<file path="src/rtl/trajectory_write_arbiter.sv">
// trajectory_write_arbiter: round-robin trajectory memory write arbiter with pointer, graph reset and blank sweep; TRAJ_DEDUP_EN skips repeated writes
module trajectory_write_arbiter #(
  parameter int NUM_REQ = 4,
  parameter int ADDR_W = 9,
  parameter int DATA_W = 19,
  parameter int DEPTH = 400,
  parameter int CLEAR_AT = 300,
  parameter logic [DATA_W-1:0] BLANK = 19'h7FFFF
) (
  input  logic                        clock,
  input  logic                        reset,
  input  logic [NUM_REQ-1:0]          req,
  input  logic [NUM_REQ*DATA_W-1:0]   req_data,
  input  logic                        clear_req,
  output logic [NUM_REQ-1:0]          ack,
  output logic [ADDR_W-1:0]           mem_wraddress,
  output logic [DATA_W-1:0]           mem_data,
  output logic                        mem_wren,
  output logic [ADDR_W-1:0]           wr_ptr,
  output logic                        reset_graph,
  output logic                        busy
);
  localparam int GW = NUM_REQ > 1 ? $clog2(NUM_REQ) : 1;
  typedef enum logic [1:0] {IDLE, WRITE, CLEAR} state_t;
  state_t state, state_n;
  logic pend, pend_n, dup, sweep_done, wren_n, rg_n, busy_n;
  logic [GW-1:0] last, last_n, pick, cand;
  logic [DATA_W-1:0] pick_data, data_n;
  logic [NUM_REQ-1:0] ack_n;
  logic [ADDR_W-1:0] addr_n, ptr_n;
  assign pick_data = req_data[pick*DATA_W +: DATA_W];
  assign sweep_done = state == CLEAR && mem_wraddress == ADDR_W'(DEPTH - 1);
`ifdef TRAJ_DEDUP_EN
  logic take;
  logic [DATA_W-1:0] last_val [NUM_REQ];
  logic [NUM_REQ-1:0] last_vld;
  assign take = state == IDLE && !(pend || clear_req) && |req;
  assign dup = last_vld[pick] && last_val[pick] == pick_data;
  // per-requester memory of the last value actually written
  always_ff @(posedge clock or posedge reset)
    if (reset) begin
      last_vld <= '0;
      last_val <= '{default: '0};
    end else if (sweep_done) last_vld <= '0;
    else if (take && !dup) begin
      last_vld[pick] <= 1'b1;
      last_val[pick] <= pick_data;
    end
`else
  assign dup = 1'b0;
`endif
  // first requester after the last grant, scanning farthest-first so the nearest wins
  always_comb begin
    pick = last;
    cand = '0;
    for (int k = NUM_REQ; k >= 1; k--) begin
      cand = GW'((int'(last) + k) % NUM_REQ);
      if (req[cand]) pick = cand;
    end
  end
  // next-state and next registered outputs
  always_comb begin
    state_n = state;
    pend_n = pend;
    last_n = last;
    ptr_n = wr_ptr;
    ack_n = '0;
    wren_n = 1'b0;
    addr_n = mem_wraddress;
    data_n = mem_data;
    rg_n = 1'b0;
    busy_n = busy;
    case (state)
      IDLE:
        if (pend || clear_req) begin
          state_n = CLEAR;
          busy_n = 1'b1;
          wren_n = 1'b1;
          addr_n = '0;
          data_n = BLANK;
        end else if (|req) begin
          state_n = WRITE;
          last_n = pick;
          ack_n[pick] = 1'b1;
          wren_n = !dup;
          addr_n = wr_ptr;
          data_n = pick_data;
        end
      WRITE: begin
        state_n = IDLE;
        pend_n = pend || clear_req;
        if (mem_wren) begin
          ptr_n = wr_ptr == ADDR_W'(DEPTH - 1) ? '0 : wr_ptr + 1'b1;
          rg_n = ptr_n == ADDR_W'(CLEAR_AT);
        end
      end
      CLEAR:
        if (sweep_done) begin
          state_n = IDLE;
          busy_n = 1'b0;
          pend_n = 1'b0;
          ptr_n = '0;
        end else begin
          wren_n = 1'b1;
          addr_n = mem_wraddress + 1'b1;
        end
      default: state_n = IDLE;
    endcase
  end
  // state and output registers
  always_ff @(posedge clock or posedge reset)
    if (reset) begin
      state <= IDLE;
      pend <= 1'b0;
      last <= GW'(NUM_REQ - 1);
      wr_ptr <= '0;
      ack <= '0;
      mem_wren <= 1'b0;
      mem_wraddress <= '0;
      mem_data <= '0;
      reset_graph <= 1'b0;
      busy <= 1'b0;
    end else begin
      state <= state_n;
      pend <= pend_n;
      last <= last_n;
      wr_ptr <= ptr_n;
      ack <= ack_n;
      mem_wren <= wren_n;
      mem_wraddress <= addr_n;
      mem_data <= data_n;
      reset_graph <= rg_n;
      busy <= busy_n;
    end
endmodule
</file>
<file path="config.mk">
export PLATFORM = sky130hd
export DESIGN_NAME = trajectory_write_arbiter
export DESIGN_NICKNAME = d
export VERILOG_FILES = /design/src/rtl/trajectory_write_arbiter.sv
export SDC_FILE = /design/constraint.sdc
export NUM_CORES = 1
export LEC_CHECK = 0
export BUFFER_PORTS_ARGS = -buffer_cell sky130_fd_sc_hd__clkbuf_2
export CAP_MARGIN = 20
export CORE_UTILIZATION = 53
export CTS_CLUSTER_DIAMETER = 150
export DETAILED_ROUTE_END_ITERATION = 7
export HOLD_SLACK_MARGIN = 0.06
export PLACE_DENSITY = 0.86
export REMOVE_ABC_BUFFERS = 1
export SETUP_SLACK_MARGIN = 0.3
export SLEW_MARGIN = 30
export SYNTH_ARGS = -nofsm -noshare
export SYNTH_HDL_FRONTEND = slang
export SYNTH_SLANG_ARGS = --single-unit
export TNS_END_PERCENT = 5
</file>
<file path="constraint.sdc">
create_clock -name clock -period 3.5 [get_ports clock]
set_input_delay 0.35 -clock clock [delete_from_list [all_inputs] [get_ports clock]]
set_output_delay 0.35 -clock clock [all_outputs]
set_load 0.02 [all_outputs]
</file>
Word-level counts from Yosys, hierarchy flattened

Cells that the tools add are included.

Register bits after elaboration: 49
Bits in latches: 0
RAM bits: 0
Memory bits (read-only): 0
Bits of input ports: 83
Logic and storage cells: 91
Memories: 0

Add/sub/neg operators: 6
Multiply operators: 1
Divide/modulo/power cells: 0
$lt $le $gt $ge: 6
Equality and inequality tests: 10
Shift-type cells: 1
Mux-type cells: 41
Bitwise logic cells: 1
Reduce and logical (&&, ||, !) cells: 15

Operators with widths:

| operator                                             | number |
|---|---|
| variable part select 76 x 8 -> 19 bit                | 1 |
| two-way mux 9 bit                                    | 6 |
| two-way mux 19 bit                                   | 2 |
| case mux 9 bit (2 select lines)                      | 2 |
| equality test 9 bit (second input constant)          | 3 |
| adder 9 x 1 -> 9 bit (second input constant)         | 2 |
| < comparator 2 x 3 -> 1 bit (second input constant)  | 5 |
| two-way mux 2 bit                                    | 7 |
| two-way mux 1 bit                                    | 12 |
| two-way mux 4 bit                                    | 3 |
| AND reduction 3 bit                                  | 4 |
| binary-select mux 1 bit (select 2 bit)               | 4 |
| != test 2 bit (second input constant)                | 4 |
| multiplier 2 x 5 -> 7 bit (second input constant)    | 1 |
| case mux 1 bit (2 select lines)                      | 3 |
| AND reduction 2 bit                                  | 3 |
| nonzero test 2 bit                                   | 3 |
| adder 2 x 1 -> 2 bit (second input constant)         | 2 |
| adder 2 bit (second input constant)                  | 2 |
| case mux 2 bit (2 select lines)                      | 1 |
| OR reduction 4 bit                                   | 1 |
| != test 3 bit (second input constant)                | 1 |
| demux 1 bit (select 2 bit)                           | 1 |
| equality test 2 x 1 -> 1 bit (second input constant) | 1 |
| 6 further kinds                                      | 7 |

Longest topological paths before layout

Depth after elaboration: 14
Depth in mapped cells: 8
Gate-level depth less buffers: 6

Worst setup path before layout

Ideal clock, no wire load.

Path kind: flip-flop to flip-flop
Start point: reg wr_ptr[0]
End point: reg reset_graph
Setup time: 0.121 ns
Arrival: 1.760 ns
Setup slack: 1.619 ns
Cell stages (with the launch flop): 8
Path buffers: 1
Period minus slack after synthesis: 1.881 ns
Cell sequence: dfrtp_1 -> ha_1 -> and3_1 -> buf_2 -> o21ai_0 -> a32o_1 -> and4_1 -> and4b_1

Cells in the longest elaborated chain, start to end: 5

RTL lines:

| element                                                            | line | source |
|---|---|---|
| from (decl)                                                        | 19   | `output logic [ADDR_W-1:0] wr_ptr,` |
| from (signal assigned)                                             | 127  | `wr_ptr <= ptr_n;` |
| adder 9 x 1 -> 9 bit / equality test 9 bit (equally long branches) | 93   | `ptr_n = wr_ptr == ADDR_W'(DEPTH - 1) ? '0 : wr_ptr + 1'b1;` |
| two-way mux 9 bit *                                                | 93   |  |
| equality test 9 bit *                                              | 94   | `rg_n = ptr_n == ADDR_W'(CLEAR_AT);` |
| two-way mux 1 bit *                                                | 92   | `if (mem_wren) begin` |
| two-way mux 1 bit *                                                | 73   | `case (state)` |
| via rg_n                                                           | 26   | `logic pend, pend_n, dup, sweep_done, wren_n, rg_n, busy_n;` |
| to (signal assigned)                                               | 132  | `reset_graph <= rg_n;` |
| to (decl)                                                          | 20   | `output logic reset_graph,` |

The timed path passes the listed nets; every way through them passes the cells marked *.
A chain may end at the register's enable or synchronous reset.

Worst setup path after layout

Start point: reg last[1]
End point: reg mem_data[15]

Cells in the longest elaborated chain, start to end: 11

RTL lines:

| element                                 | line | source |
|---|---|---|
| from (decl)                             | 27   | `logic [GW-1:0] last, last_n, pick, cand;` |
| from (signal assigned)                  | 115  | `last <= GW'(NUM_REQ - 1);` |
| from (signal assigned)                  | 126  | `last <= last_n;` |
| adder 2 x 1 -> 2 bit                    | 57   | `cand = GW'((int'(last) + k) % NUM_REQ);` |
| binary-select mux 1 bit (select 2 bit)  | 58   | `if (req[cand]) pick = cand;` |
| two-way mux 1 bit (implied by the code) | 58   |  |
| two-way mux 2 bit (3 in a row)          | 58   |  |
| two-way mux 2 bit *                     | 58   |  |
| multiplier 2 x 5 -> 7 bit *             | 31   | `assign pick_data = req_data[pick*DATA_W +: DATA_W];` |
| variable part select 76 x 8 -> 19 bit * | 31   |  |
| two-way mux 19 bit *                    | 81   | `end else if (\|req) begin` |
| two-way mux 19 bit *                    | 75   | `if (pend \|\| clear_req) begin` |
| to (signal assigned)                    | 131  | `mem_data <= data_n;` |
| to (decl)                               | 17   | `output logic [DATA_W-1:0] mem_data,` |

Every way passes the cells marked *; elsewhere a longest branch is shown, timed or not. The select of a mux whose other input is x is not followed.

==> reports/summary.txt <==
H-tree Lvls - 2
mean post-synth cell area - 9.33 µm²
first-pass GRT wire length - 13700 µm
largest cells by area after synthesis - dfrtp_1, a21oi_1, mux2i_1, o21ai_0, nand2_1
critical path class - register to register
post-route ant nets - 0
startpoint class of the critical path - register
worst hold slack - 0.113 ns
status - complete, no violations
Leak - 1.82 nW
flops & latches, synth - 49
pwr dens - 415 nW/µm²
Crit Reg-Reg Startpoint - last[1]$_DFFE_PP1P_
worst vdd ir - 0.000296 V
setup TNS - 0 ns
cts repair resizes - 0
# DRC - 0
Final min period - 2.26 ns
Mapped Cells - 345
Pins Over Slew Limit - 0
fmax - 0.443 GHz
I/O Buffers - 126
GRT Total Usage - 27.1%
vias in the first global route - 3005
CTS Sinks - 49
Inserted Diodes - 0
Starting Density - 54.7%
Max-Cap Viols - 0
latest clock arrival within the worst-skew pair - 0.29 ns
Post-DP HPWL - 6140 µm
wire per inst - 15.7 µm
final worst path period share - 64.5%
post-synthesis sequential area ratio - 38.2%
Final Skew - 0.0121 ns
relative slew slack - 39.0%
I/O pin cnt - 127
Longest Clk Path Bufs - 2
number of distinct library cells after synthesis - 66
WP data required - 3.67 ns
fillers - 497
EDFF count, synth - 0
Area growth syn-to-layout - 22.2%
final setup violation count - 0
Setup Buffers After CTS - 0
Mapped Area - 3220 µm²
Die H - 79.9 µm
post-synth top area cell - dfrtp_1
Tot Pwr - 1.63 mW
share of layout cells above drive strength 1 - 36.4%
R2R Path End - mem_data[15]$_DFFE_PP0P_
top cell type's share of synthesized area - 36.5%
clock transition at the registers of the reported paths - 0.09 ns
initial antenna violation count - 0
RSZ-0062 raised after global routing - false
Place WS - 1.18 ns
final hold violation count - 0
WP data arrival - 2.43 ns
Min-Delay Path Class - primary input to async pin
Vias - 3245
initial drt markers - 220
Hold-fix buffers, CTS - 0
CTS tree - built
total grt overflow - 0
Synth Warn # - 0
final wirelength - 8330 µm
Post-synth ARST share - 100%
Primary FF master, synth - dfrtp_1
row count - 28
Critical Path Sink Type - register
worst-case reg-to-reg path depth - 5
GP Congestion - 0.880
worst setup slack after layout - 1.24 ns
worst reg-to-reg setup slack - 1.24 ns
First-pass DRT Iterations - 5
CORE AREA - 5890 µm²
clock root cell - clkbuf_8
Max FO, Critical Path - 16
CTS buffer count - 5
Die Footprint - 6390 µm²
Die X - 79.9 µm
Worst-Margin Slew - 0.909 ns
final-stage net count - 542
Via-to-Cell Ratio - 6.11
largest net degree at the start of global routing - 50
==> power by group <==
part | internal, mW | switching [mW]
logic | 0.208 | 0.301
clock network | 0.208 | 0.184
registers | 0.637 | 0.0929
total | 1.05 | 0.578
==> routing by layer <==
metal  GRT usage, %  up-vias  part of all wire, %
met4           9.46        0                  2.2
met1           35.1     1536                   43
met2           46.2      155                   49
met3           3.77       20                  6.0
li1               -     1534                    -
met5              0        -                    0
==> sequential cells by signal, indices dropped and copies added (netlist names) <==
signal         cells
last               2
state              2
busy               1
mem_wren           1
mem_wraddress      9
pend               1
mem_data          19
reset_graph        1
ack                4
wr_ptr             9
==> metrics by stage <==
step                      cell area, µm²  instances  util (%)
after global routing                3930        531      66.8
after global placement              3800        522      64.6
after detailed placement            3810        522      64.7
after CTS                           3910        529      66.5
after floorplan                     3060        320         -
final                               3930        531      66.8
==> layout by cell type, fill, tap and decap left out, types with 3 or more instances in the layout <==
master | Yosys | final
clkbuf_2 | 1 | 126
dfrtp_1 | 47 | 47
a21oi_1 | 30 | 30
nand2_1 | 29 | 29
o21ai_0 | 29 | 29
nor2_1 | 27 | 27
mux2i_1 | 15 | 15
o22ai_1 | 12 | 12
nand3_1 | 9 | 9
a221oi_1 | 8 | 8
a31oi_1 | 7 | 7
a221oi_2 | 7 | 7
o22a_1 | 6 | 6
nand2b_1 | 5 | 5
a22oi_1 | 5 | 5
a22o_1 | 5 | 5
clkbuf_8 | 0 | 5
nor3_1 | 4 | 4
inv_1 | 5 | 4
a221o_1 | 4 | 4
nor4_2 | 3 | 3
nor2b_1 | 3 | 3
and3_1 | 3 | 3
xnor2_1 | 3 | 3
nand4_1 | 3 | 3
o21ai_1 | 3 | 3
ha_1 | 3 | 3
==> how the worst max path moves through the flow <==
stage                    startpoint                  endpoint  slack, ns  depth (start not counted)
2_1_floorplan  state[1]$_DFFE_PP0P_  mem_data[12]$_DFFE_PP0P_       0.93                          3
3_3_place_gp    last[1]$_DFFE_PP1P_   mem_data[2]$_DFFE_PP0P_       1.32                          4
3_5_place_dp    last[1]$_DFFE_PP1P_   mem_data[6]$_DFFE_PP0P_       1.18                          4
4_1_cts         last[1]$_DFFE_PP1P_   mem_data[6]$_DFFE_PP0P_       1.16                          4
5_1_grt         last[0]$_DFFE_PP1P_  mem_data[15]$_DFFE_PP0P_       0.99                          5
6_report        last[1]$_DFFE_PP1P_  mem_data[15]$_DFFE_PP0P_       1.24                          5
==> layout make-up <==
class | instances | area [µm²] | share of cell area (%)
multi-input combinational | 266 | 1830 | 46.4
clock buffer | 5 | 68.8 | 1.75
inverter | 5 | 21.3 | 0.541
clock inverter | 2 | 35.0 | 0.891
sequential | 49 | 1230 | 31.2
tap | 75 | 93.8 | 2.39
timing repair buffer | 129 | 661 | 16.8
==> cells by family (layout without fill, tap and decap cells) <==
logic type | Yosys count | count (layout) | share of synthesized area, %
buffers and inverters | 30 | 141 | 5.52
flip-flops | 49 | 49 | 38.2
adder cells (fa/ha/maj) | 3 | 3 | 1.17
AND/OR/NAND/NOR | 107 | 107 | 17.6
multiplexers | 15 | 15 | 4.66
AO/OA/AOI/OAI | 137 | 137 | 31.8
XOR/XNOR | 4 | 4 | 1.09
==> critical path: stages (launching register included) <==
cell,delay (ns)
dfstp_2,0.73
mux2i_1,0.32
o22ai_2,0.18
nor2_4,0.46
mux2i_1,0.32
o22ai_1,0.12
==> cell usage after synthesis, drive strengths merged, types with 4 or more instances <==
cell type  number
or2             4
dfrtp          47
mux2i          15
o21ai          33
a22o            5
o22ai          14
a22oi           5
nand3           9
nand2          30
buf            19
a221o           4
inv             5
a221oi         15
nor2           29
a31oi           8
a21oi          31
nor4            5
o22a            6
nand2b          5
clkbuf          6
nor3            5
(Power assumes the default switching activity.)
